==> src/rtl/zmask_pkg.sv <==
// ============================================================================
// Module      : zmask_pkg
// Description : Shared types, default sizes and slot-wrap helper for
//               z_mask_capture.
// Revision    : 1.0 - initial release
// ============================================================================
`default_nettype none

package zmask_pkg;

    localparam int c_SLOTS_DEFAULT = 17;
    localparam int c_CW_DEFAULT    = 5;

    typedef enum logic [0:0] {
        HUNT    = 1'b0,
        CAPTURE = 1'b1
    } zmask_state_e;

    // Wraps to 0 after the last slot, so the counter never visits unused codes.
    function automatic int next_slot(input int slot, input int slots);
        return (slot >= slots - 1) ? 0 : slot + 1;
    endfunction

endpackage

`default_nettype wire

==> src/rtl/zmask_slot_ctr.sv <==
// ============================================================================
// Module      : zmask_slot_ctr
// Description : Frame slot counter with enable, clear, load-1 and terminal
//               count (slot == SLOTS-1).
// Revision    : 1.0 - initial release
// ============================================================================
`default_nettype none

module zmask_slot_ctr
    import zmask_pkg::*;
#(
    parameter int SLOTS = c_SLOTS_DEFAULT,
    parameter int CW    = c_CW_DEFAULT
) (
    input  logic          clk,
    input  logic          rst,
    input  logic          i_en,
    input  logic          i_clr,
    input  logic          i_ld1,
    output logic [CW-1:0] o_slot,
    output logic          o_tc
);

    logic [CW-1:0] r_slot;

    always_ff @(posedge clk) begin
        if (rst) begin
            r_slot <= '0;
        end else if (i_clr) begin
            r_slot <= '0;
        end else if (i_ld1) begin
            r_slot <= CW'(1);
        end else if (i_en) begin
            r_slot <= CW'(next_slot(int'(r_slot), SLOTS));
        end
    end

    assign o_slot = r_slot;
    assign o_tc   = (r_slot == CW'(SLOTS - 1));

endmodule

`default_nettype wire

==> src/rtl/z_mask_capture.sv <==
// ============================================================================
// Module      : z_mask_capture
// Description : Rebuilds the slot mask from the serial match stream Z and
//               publishes each complete frame; flags SYNC misalignment.
//               Optional macro Z_MASK_CHG_EN builds the MASK_CHG logic.
// Revision    : 1.0 - initial release
// ============================================================================
`default_nettype none

module z_mask_capture
    import zmask_pkg::*;
#(
    parameter int SLOTS = c_SLOTS_DEFAULT,
    parameter int CW    = c_CW_DEFAULT
) (
    input  logic             CK,
    input  logic             RST,
    input  logic             P_0,
    input  logic             Z,
    input  logic             SYNC,
    output logic [SLOTS-1:0] MASK,
    output logic             MASK_VALID,
    output logic             MASK_CHG,
    output logic             SYNC_ERR
);

    localparam logic [0:0] c_ST_HUNT    = HUNT;
    localparam logic [0:0] c_ST_CAPTURE = CAPTURE;

    logic [0:0]       r_state;
    logic [SLOTS-1:0] r_shadow;
    logic [SLOTS-1:0] r_mask;
    logic             r_valid;
    logic             r_err;

    logic [0:0]       w_state_next;
    logic [SLOTS-1:0] w_shadow_next;
    logic [CW-1:0]    w_slot;
    logic             w_tc;
    logic             w_en;
    logic             w_clr;
    logic             w_ld1;
    logic             w_store;
    logic             w_store0;
    logic             w_publish;
    logic             w_err;

    zmask_slot_ctr #(
        .SLOTS (SLOTS),
        .CW    (CW)
    ) u_slot_ctr (
        .clk    (CK),
        .rst    (RST),
        .i_en   (w_en),
        .i_clr  (w_clr),
        .i_ld1  (w_ld1),
        .o_slot (w_slot),
        .o_tc   (w_tc)
    );

    always_comb begin
        w_state_next = r_state;
        w_en         = 1'b0;
        w_clr        = 1'b0;
        w_ld1        = 1'b0;
        w_store      = 1'b0;
        w_store0     = 1'b0;
        w_publish    = 1'b0;
        w_err        = 1'b0;
        if (P_0) begin
            if (r_state == c_ST_HUNT) begin
                if (SYNC) begin
                    w_store0     = 1'b1;
                    w_ld1        = 1'b1;
                    w_state_next = c_ST_CAPTURE;
                end
            end else if (w_slot == '0) begin
                if (SYNC) begin
                    w_store0 = 1'b1;
                    w_ld1    = 1'b1;
                end else begin
                    w_err        = 1'b1;
                    w_clr        = 1'b1;
                    w_state_next = c_ST_HUNT;
                end
            end else if (SYNC) begin
                // Early SYNC: restart the frame in place rather than hunting.
                w_err    = 1'b1;
                w_store0 = 1'b1;
                w_ld1    = 1'b1;
            end else begin
                w_store   = 1'b1;
                w_en      = 1'b1;
                w_publish = w_tc;
            end
        end
    end

    always_comb begin
        w_shadow_next = r_shadow;
        for (int k = 0; k < SLOTS; k++) begin
            if ((w_store && (w_slot == CW'(k))) || (w_store0 && (k == 0))) begin
                w_shadow_next[k] = Z;
            end
        end
    end

    always_ff @(posedge CK) begin
        if (RST) begin
            r_state  <= c_ST_HUNT;
            r_shadow <= '0;
            r_mask   <= '0;
            r_valid  <= 1'b0;
            r_err    <= 1'b0;
        end else begin
            r_state  <= w_state_next;
            r_shadow <= w_shadow_next;
            r_valid  <= w_publish;
            r_err    <= w_err;
            if (w_publish) begin
                r_mask <= w_shadow_next;
            end
        end
    end

`ifdef Z_MASK_CHG_EN
    logic [SLOTS-1:0] r_prev_mask;
    logic             r_first;
    logic             r_chg;

    // The first frame after reset always reports a change, even if it is 0.
    always_ff @(posedge CK) begin
        if (RST) begin
            r_prev_mask <= '0;
            r_first     <= 1'b1;
            r_chg       <= 1'b0;
        end else if (w_publish) begin
            r_chg       <= r_first || (w_shadow_next != r_prev_mask);
            r_prev_mask <= w_shadow_next;
            r_first     <= 1'b0;
        end else begin
            r_chg <= 1'b0;
        end
    end

    assign MASK_CHG = r_chg;
`else
    assign MASK_CHG = 1'b0;
`endif

    assign MASK       = r_mask;
    assign MASK_VALID = r_valid;
    assign SYNC_ERR   = r_err;

endmodule

`default_nettype wire

==> config.mk <==
export PLATFORM = sky130hd
export DESIGN_NAME = z_mask_capture
export DESIGN_NICKNAME = d
export VERILOG_FILES = /design/src/rtl/zmask_pkg.sv /design/src/rtl/zmask_slot_ctr.sv /design/src/rtl/z_mask_capture.sv
export SDC_FILE = /design/constraint.sdc
export NUM_CORES = 1
export LEC_CHECK = 0
export CAP_MARGIN = 10
export CORE_MARGIN = 2
export CORE_UTILIZATION = 40
export CTS_BUF_LIST = sky130_fd_sc_hd__clkbuf_4 sky130_fd_sc_hd__clkbuf_8 sky130_fd_sc_hd__clkbuf_16
export DETAILED_ROUTE_END_ITERATION = 8
export GPL_ROUTABILITY_DRIVEN = 1
export HOLD_SLACK_MARGIN = 0.03
export PLACE_DENSITY_LB_ADDON = 0.08
export SYNTH_ARGS = -nofsm -noshare
export SYNTH_HDL_FRONTEND = slang
export SYNTH_SLANG_ARGS = --single-unit
==> constraint.sdc <==
create_clock -name CK -period 3 [get_ports CK]
set_input_delay 0.45 -clock CK [delete_from_list [all_inputs] [get_ports CK]]
set_output_delay 0.45 -clock CK [all_outputs]
set_load 0.02 [all_outputs]
==> results of run 1 <==
-- critical path: cells and delay by family (launching register included) --
kind	cells	cell delay, ps
buf+inv	1	110
flops	1	420
fa+ha+maj	2	630
simple gates	3	610
compound gates	2	560
-- report_power, final --
part | total [mW] | internal (mW) | switching [mW]
logic | 0.0564 | 0.0194 | 0.0370
clock network | 0.541 | 0.333 | 0.208
registers | 0.565 | 0.560 | 0.00541
total | 1.16 | 0.913 | 0.250
-- registers in the layout, indices dropped and copies added, names as in the netlist --
name               cells
MASK                  17
r_shadow              17
u_slot_ctr.o_slot      5
MASK_VALID             1
SYNC_ERR               1
r_state                1
-- cell usage in the layout (no fill, tap or decap), types with 2 or more instances in the layout --
cell             Yosys  final
nand4_1             16     16
nor3_1               2      2
a21o_1               2      2
nor2_2               2      2
nand2_1              9      9
o21ai_0             11     11
nand2b_1             3      3
a21oi_1             35     35
dfxtp_1             42     42
o31ai_1              2      2
clkdlybuf4s50_1      0     23
mux2i_1              3      3
or3b_1               2      2
nand3_1              7      7
nand3b_1             3      3
ha_1                 7      7
a31oi_1              3      3
a211oi_1            16     16
nor2b_1              2      2
clkbuf_8             0      5
bufinv_16            0      2
inv_1                6      6
nor2_1               2      2
-- cell families after synthesis --
| group | after synthesis |
|---|---|
| fa+ha+maj | 7 |
| other cells | 1 |
| buf+inv | 29 |
| mux | 3 |
| flops | 42 |
| simple gates | 61 |
| compound gates | 74 |
-- final cells by class --
cell class                      instances  area, um^2  share of cell area (%)
Clock buffer                            5        68.8                    3.01
Clock inverter                          3        68.8                    3.01
Inverter                                7        26.3                    1.15
Multi-Input combinational cell        146         960                    42.0
Sequential cell                        42         841                    36.8
Tap cell                               67        83.8                    3.67
Timing Repair Buffer                   24         238                    10.4
-- layer usage --
layer	global-route usage [%]	routed length [um]	vias up
li1	-	-	818
met1	24.8	2220	752
met2	28.4	2080	33
met3	4.53	174	4
met4	5.45	31	0
met5	0	0	-
-- worst min path at each step --
stage | endpoint | slack, ps
6_report | r_shadow[8]$_SDFF_PP0_ | 470
5_1_grt | r_shadow[4]$_SDFF_PP0_ | 510
4_1_cts | r_shadow[8]$_SDFF_PP0_ | 480
3_5_place_dp | r_shadow[8]$_SDFF_PP0_ | 460
3_3_place_gp | r_shadow[8]$_SDFF_PP0_ | 460
2_1_floorplan | r_shadow[8]$_SDFF_PP0_ | 430
-- through the flow --
| step | instances | cell area [um^2] |
|---|---|---|
| 4_1_cts | 294 | 2290 |
| 5_1_grt | 294 | 2290 |
| 3_3_place_gp | 286 | 2150 |
| 2_1_floorplan | 217 | 1950 |
| 6_report | 294 | 2290 |
| 3_5_place_dp | 286 | 2150 |
==> metrics.txt, run 1 <==
outcome=complete, no violations; Die Wd=73.8 um; cell chain of the critical path=inv_1 -> ha_1 -> nor2b_1 -> nand2_1 -> ha_1 -> nand4b_1 -> o31ai_1 -> a211oi_1; Fin. Hold Viols=0; syn nets=229; CTS max path bufs=2; post-CTS resize count=0; Core Footprint=0.00472 mm^2; Worst EP required=3150 ps; Slew Limit Fails=0; number of flops mapped to enable cells by yosys=0; post-synthesis simple-gate area fraction=20.2%; CP Max Fanout=8; fmax=402 MHz; slowest cell on the critical path=o31ai_1; synthesized area per cell=8.98 um^2; R2R Path End=MASK[7]$_SDFFE_PP0P_; xor and xnor fraction of the mapped netlist area=0%; Hold Path Stages=2; # diodes=0; fin crit share=82.9%; FF-to-FF setup slack=510 ps; via count=1,607; Reg-to-Reg Start=u_slot_ctr.o_slot[0]$_SDFFE_PP0P_; CTS tree=done; hold_ws=472 ps; Critical Path AT=2640 ps; Layout area overhead=17.3%; hold_buf cts=0; drt drc=0; distinct cell type count after synthesis=45; mapped cell area=0.00195 mm^2; GRT Util Overall=18.2%; # port buffers=23; worst vdd ir=0.235 mV; Final Critical Period=2490 ps; first-pass GRT wire length=7.58 mm; synth cell count leaders=42 x dfxtp_1, 35 x a21oi_1, 16 x a211oi_1, 16 x nand4_1, 11 x o21ai_0; HPWL Detailed=3.10 mm; routed len/inst=15.3 um; largest family of logic cells by synthesized area=compound AO/OA/AOI/OAI gates; Starting DRT DRC Count=95; most used cell, CP=ha_1; pin count of the biggest net entering global routing=22; CTS Buf Count=5; worst clock skew=6.82 ps; worst reg2reg path depth=8; floorplan die height=73.8 um; die area=0.00544 mm^2; setup tns final=0 ps; Filler Cell Count=468; grt ovf=0; Clock H-tree levels=2; 1st-pass router iterations=4; gp weighted congestion=0.832; Synth area leaders=dfxtp_1 43%, a21oi_1 9.0%, a211oi_1 6.2%; worst hold-check path type=reg2reg; final core utilization=48.4%; sequential area share after synthesis=43.2%; FP Rows=25; crit path capture type=flop; worst slew pin tran=748 ps; max-cap violations=0; Worst path max stage delay=430 ps; RSZ-0062 raised after global routing=no; worst setup path startpoint=u_slot_ctr.o_slot[0]$_SDFFE_PP0P_; leakage=0.732 nW; pre-CTS setup slack=507 ps; Post-Route WL=4.51 mm; share of layout cells above drive strength 1=7.93%; Post-synth top flop=dfxtp_1; Num Clock Sinks=42; Synth Area in Adders=4.50%; mux share of post-synthesis cell area=1.54%; final net count=238; Synth Warn #=0; cell taking the most area after synthesis=dfxtp_1; num ports=25; Root Driver=clkbuf_8; Power Dens Cells=509 mW/mm^2; vias in the first global route=1,522; Via density=5.47; clk_lat worst skew=300 ps; Worst setup SP type=flop; final setup vio count=0; Synth Instances=217; Post-DRT Antenna Nets=0; Setup CP Type=reg2reg; post-CTS setup buffer count=0; Compound-Gate Fraction of Synth Area=22.9%; Worst Setup EP=MASK[7]$_SDFFE_PP0P_; async set or reset register ratio after synthesis=0%; initial core utilization=41.2%; Yosys reg bits=42; most frequent cell after synthesis=dfxtp_1; min-delay src=r_shadow[8]$_SDFF_PP0_; Power, Total=1.16 mW; Synth top area share=43.2%; setup ws final=514 ps; CTS clk-pin slew, worst paths=80 ps; initial antenna violation count=0; Max-slew headroom=50.1%
No activity file was read; power rests on OpenSTA's default activity.
==> inputs of run 2 (changes only) <==
clock period = 2.36 ns   (was 3 ns; I/O delays follow)
==> metrics.txt, run 2 (synthesis results as in run 1) <==
Post-DRT Antenna Nets=0 (unchanged); final net count=252 (+5.9%); pin count of the biggest net entering global routing=33 (+50%); drt drc=0 (unchanged); FF-to-FF setup slack=170 ps (-340 ps); non-filler cells, final=308 (+4.8%); Slew Limit Fails=0 (unchanged); cell chain of the critical path=inv_1 -> ha_1 -> nor2b_1 -> nand2_1 -> ha_1 -> nand4b_1 -> buf_4 -> o31ai_1 -> a211oi_1; most used cell, CP=ha_1; Critical Path AT=2350 ps (-290 ps); final setup vio count=0 (unchanged); Num Clock Sinks=42 (unchanged); Power Dens Cells=541 mW/mm^2 (+6.4%); Die Wd=73.8 um (unchanged); Hold Path Stages=2 (unchanged); routed len/inst=15.5 um (+0.89%); Max-slew headroom=53.0% (+2.9 points); grt ovf=0 (unchanged); gp weighted congestion=0.800 (-3.9%); die area=0.00544 mm^2 (unchanged); FP Rows=25 (unchanged); initial core utilization=41.2% (unchanged); worst vdd ir=0.272 mV (+16%); vias in the first global route=1,663 (+9.3%); num ports=25 (unchanged); # diodes=0 (unchanged); pre-CTS setup slack=151 ps (-356 ps); # port buffers=23 (unchanged); most frequent cells in the layout=42 x dfxtp_1, 35 x a21oi_1, 23 x clkdlybuf4s50_1; hold_buf cts=0 (unchanged); Worst EP required=2530 ps (-620 ps); 1st-pass router iterations=4 (unchanged); floorplan die height=73.8 um (unchanged); clk_lat worst skew=290 ps (about the same); Setup CP Type=reg2reg; Root Driver=clkbuf_8; Via density=5.52 (+1.0%); Fin. Hold Viols=0 (unchanged); CTS Buf Count=5 (unchanged); setup ws final=175 ps (-339 ps); initial antenna violation count=0 (unchanged); Reg-to-Reg Start=u_slot_ctr.o_slot[0]$_SDFFE_PP0P_; worst reg2reg path depth=9 (+1); fmax=458 MHz (+14%); Clock H-tree levels=2 (unchanged); CTS tree=done; min-delay src=r_shadow[8]$_SDFF_PP0_; fin crit share=92.6% (+9.7 points); CP Max Fanout=6 (-2); max-cap violations=0 (unchanged); Endpoint, Worst Hold=MASK[8]$_SDFFE_PP0P_; Worst path max stage delay=430 ps (about the same); slowest cell on the critical path=dfxtp_1; outcome=complete, no violations; leakage=0.781 nW (+6.8%); Filler Cell Count=465 (-0.64%); Worst setup SP type=flop; worst slew pin tran=703 ps (-45.6 ps); CTS clk-pin slew, worst paths=80 ps (about the same); worst hold-check path type=reg2reg; Starting DRT DRC Count=112 (+18%); CTS max path bufs=2 (unchanged); crit path capture type=flop; first-pass GRT wire length=8.25 mm (+8.9%); Layout area overhead=20.6%; share of layout cells above drive strength 1=14.1% (+6.2 points); Post-Route WL=4.77 mm (+5.7%); Core Footprint=0.00472 mm^2 (unchanged); setup tns final=0 ps (unchanged); Final Critical Period=2190 ps (-301 ps); worst clock skew=8.24 ps (+1.42 ps); dpl cells=299 (+4.5%); HPWL Detailed=3.41 mm (+9.8%); GRT Util Overall=19.5% (+1.3 points); RSZ-0062 raised after global routing=no; commonest non-fill, non-tap cell in the layout=dfxtp_1; R2R Path End=MASK[7]$_SDFFE_PP0P_; via count=1,701 (+5.8%)
run 2: layout make-up:
type	count	area [um^2]	area share [%]
clock buffer	6	76.3	3.25
clock inverter	2	13.8	0.586
inverter	7	26.3	1.12
multi-input combinational	146	966	41.1
sequential	42	841	35.8
tap	67	83.8	3.57
timing repair buffer	38	343	14.6
run 2: repair_timing:
item,in CTS,in global routing
endpoints found under the hold margin,0,0
endpoints found under the setup margin,0,6
resized for setup,0,3
buffers inserted,0,1
run 2: worst max path at each step:
| stage | start | to | slack, ps | cells past startpoint |
|---|---|---|---|---|
| detailed placement | u_slot_ctr.o_slot[0]$_SDFFE_PP0P_ | MASK[14]$_SDFFE_PP0P_ | 150 | 8 |
| CTS | u_slot_ctr.o_slot[0]$_SDFFE_PP0P_ | MASK[14]$_SDFFE_PP0P_ | 140 | 8 |
| global route | u_slot_ctr.o_slot[0]$_SDFFE_PP0P_ | MASK[7]$_SDFFE_PP0P_ | 30 | 9 |
| global placement | u_slot_ctr.o_slot[0]$_SDFFE_PP0P_ | MASK[11]$_SDFFE_PP0P_ | 260 | 8 |
| finish | u_slot_ctr.o_slot[0]$_SDFFE_PP0P_ | MASK[7]$_SDFFE_PP0P_ | 170 | 9 |
| floorplan | u_slot_ctr.o_slot[0]$_SDFFE_PP0P_ | u_slot_ctr.o_slot[3]$_SDFFE_PP0P_ | 340 | 9 |
run 2: report_power, final:
part / leakage, nW / total, mW / switching (mW) / internal (mW)
Clock: 0.0486 / 0.473 / 0.253 / 0.220
Combinational: 0.394 / 0.0797 / 0.0500 / 0.0297
Sequential: 0.339 / 0.719 / 0.00738 / 0.712
run 2: per-layer routing:
metal	GRT usage [%]	vias to the layer above	wire length, um
li1	-	843	-
met1	27.1	811	2360
met2	30.8	43	2150
met3	4.66	4	222
met4	3.84	0	31
met5	0	-	0
run 2: through the flow:
stage / hold slack [ps] / power [mW] / instance area [um^2] / utilization (%)
2_1_floorplan: 434 / 0.790 / 1950 / -
4_1_cts: 467 / 1.29 / 2340 / 49.5
3_5_place_dp: 454 / 0.814 / 2250 / 47.5
3_3_place_gp: 448 / 0.812 / 2250 / 47.5
6_report: 461 / 1.27 / 2350 / 49.7
5_1_grt: 501 / 1.32 / 2350 / 49.7
run 2: worst max-delay path, delay by kind of cell (launching register included):
kind / cells / cell delay (ps)
AOI/OAI and AO/OA: 2 / 470
DFF: 1 / 430
buffers and inverters: 2 / 290
adders and majority gates: 2 / 500
and+or+nand+nor: 3 / 370
==> inputs of run 3 (changes only) <==
SKIP_LAST_GASP = 1   (was unset)
SLEW_MARGIN = 40   (was unset)
==> metrics.txt, run 3 (synthesis results as in run 1) <==
first-pass GRT wire length=8.25 mm (unchanged); Core Footprint=0.00472 mm^2 (unchanged); HPWL Detailed=3.41 mm (unchanged); vias in the first global route=1,663 (unchanged); gp weighted congestion=0.800 (unchanged); cell chain of the critical path=inv_1 -> ha_1 -> nor2b_1 -> nand2_1 -> ha_1 -> buf_4 -> and4_1 -> nand4_1 -> a21oi_1; final setup vio count=0 (unchanged); Worst EP required=2590 ps (+60 ps); Storage cell area=841 um^2 (unchanged); RSZ-0062 raised after global routing=yes; worst reg2reg path depth=9 (unchanged); Power Dens Cells=542 mW/mm^2 (about the same); outcome=complete, no violations; hold_buf cts=0 (unchanged); Slew Limit Fails=0 (unchanged); Starting DRT DRC Count=112 (unchanged); crit path capture type=flop; Filler Cell Count=464 (-0.22%); grt ovf=0 (unchanged); worst hold-check path type=reg2reg; Layout area overhead=20.6% (about the same); commonest non-fill, non-tap cell in the layout=dfxtp_1; # port buffers=23 (unchanged); Worst Setup EP=r_shadow[13]$_SDFF_PP0_; worst vdd ir=0.272 mV (unchanged); Fin. Hold Viols=0 (unchanged); routed len/inst=15.5 um (unchanged); crit-path leading delay family=simple AND/OR/NAND/NOR gates; worst slew pin tran=703 ps (unchanged); GRT Util Overall=19.5% (unchanged); slowest cell on the critical path=dfxtp_1; most frequent cells in the layout=42 x dfxtp_1, 35 x a21oi_1, 23 x clkdlybuf4s50_1; leakage=0.781 nW (about the same); Worst path depth=9 (unchanged); CTS clk-pin slew, worst paths=80 ps (about the same); max-cap violations=0 (unchanged); worst setup path startpoint=u_slot_ctr.o_slot[0]$_SDFFE_PP0P_; Setup CP Type=reg2reg; CTS max path bufs=2 (unchanged); multi-input combinational cell area=965 um^2 (-0.13%); final core utilization=49.7% (about the same); CTS tree=done; post-route cell area=0.00235 mm^2 (about the same); CP Max Fanout=7 (+1); Worst path max stage delay=430 ps (about the same); via count=1,701 (unchanged); Reg-to-Reg Start=u_slot_ctr.o_slot[0]$_SDFFE_PP0P_; Die Wd=73.8 um (unchanged); Critical Path AT=2420 ps (+70 ps); FF-to-FF setup slack=170 ps (about the same); final net count=252 (unchanged); Post-DRT Antenna Nets=0 (unchanged); floorplan die height=73.8 um (unchanged); die area=0.00544 mm^2 (unchanged); 1st-pass router iterations=4 (unchanged); Post-DP Area=0.00225 mm^2 (unchanged); CTS Buf Count=5 (unchanged); Root Driver=clkbuf_8; Worst setup SP type=flop; Via density=5.52 (unchanged); clk_lat worst skew=290 ps (about the same); pin count of the biggest net entering global routing=33 (unchanged); initial antenna violation count=0 (unchanged); num ports=25 (unchanged); drt drc=0 (unchanged); fin crit share=92.6% (about the same); initial core utilization=41.2% (unchanged); most used cell, CP=ha_1; fmax=457 MHz (about the same); R2R Path End=r_shadow[13]$_SDFF_PP0_; share of layout cells above drive strength 1=13.7% (-0.41 points); Worst Path Buf+Inv=2 (unchanged); Num Clock Sinks=42 (unchanged); Clock H-tree levels=2 (unchanged); Final Critical Period=2190 ps (+1.16 ps); Max-slew headroom=53.0% (unchanged); Post-Route WL=4.77 mm (unchanged); # diodes=0 (unchanged); FP Rows=25 (unchanged); worst clock skew=8.24 ps (unchanged)
==> run 3: cell counts in the layout (fill, tap and decap cells not counted) <==
No cell type changed its count.
==> run 3: layer usage <==
| layer | vias up | wire (um) | track usage (%) | part of all wire (%) |
|---|---|---|---|---|
| li1 | 843 | - | - | - |
| met1 | 811 | 2360 | 27.1 | 49 |
| met2 | 43 | 2150 | 30.8 | 45 |
| met3 | 4 | 222 | 4.66 | 4.7 |
| met4 | 0 | 31 | 3.84 | 0.65 |
| met5 | - | 0 | 0 | 0 |
==> run 3: layout make-up <==
type,count,share of cell area [%]
timing repair buffer,38,14.6
inverter,7,1.12
tap,67,3.57
multi-input combinational,146,41.1
clock inverter,2,0.586
sequential,42,35.8
clock buffer,6,3.25
==> run 3: worst min-delay path, delay by kind of cell, from the launching register on <==
family          cells  cell delay (ps)
flops               1              310
compound gates      2              110
==> run 3: stage by stage <==
stage	cells	setup WS, ps	power (mW)	setup TNS (ps)	hold WS [ps]
floorplan	217	337	0.790	0	434
global placement	299	258	0.812	0	448
finish	308	174	1.27	0	461
detailed placement	299	151	0.814	0	454
global route	308	-7.99	1.32	-7.99	501
CTS	307	139	1.29	0	467
==> run 3: what timing repair did <==
item                                    in CTS  in global routing
gates resized for setup                      0                  2
setup buffers                                0                  1
endpoints found under the setup margin       0                  6
==> run 3: power by group <==
group,total [mW],internal [mW],leakage [nW],switching [mW]
Sequential,0.719,0.712,0.339,0.00738
Combinational,0.0797,0.0297,0.394,0.0500
Clock,0.473,0.220,0.0486,0.253
==> run 3: worst min-delay path by stage <==
stage | startpoint | end | cells past startpoint
global route | r_shadow[8]$_SDFF_PP0_ | MASK[8]$_SDFFE_PP0P_ | 2
floorplan | r_shadow[8]$_SDFF_PP0_ | r_shadow[8]$_SDFF_PP0_ | 2
global placement | r_shadow[8]$_SDFF_PP0_ | r_shadow[8]$_SDFF_PP0_ | 2
CTS | r_shadow[8]$_SDFF_PP0_ | r_shadow[8]$_SDFF_PP0_ | 2
finish | r_shadow[8]$_SDFF_PP0_ | MASK[8]$_SDFFE_PP0P_ | 2
detailed placement | r_shadow[8]$_SDFF_PP0_ | r_shadow[8]$_SDFF_PP0_ | 2
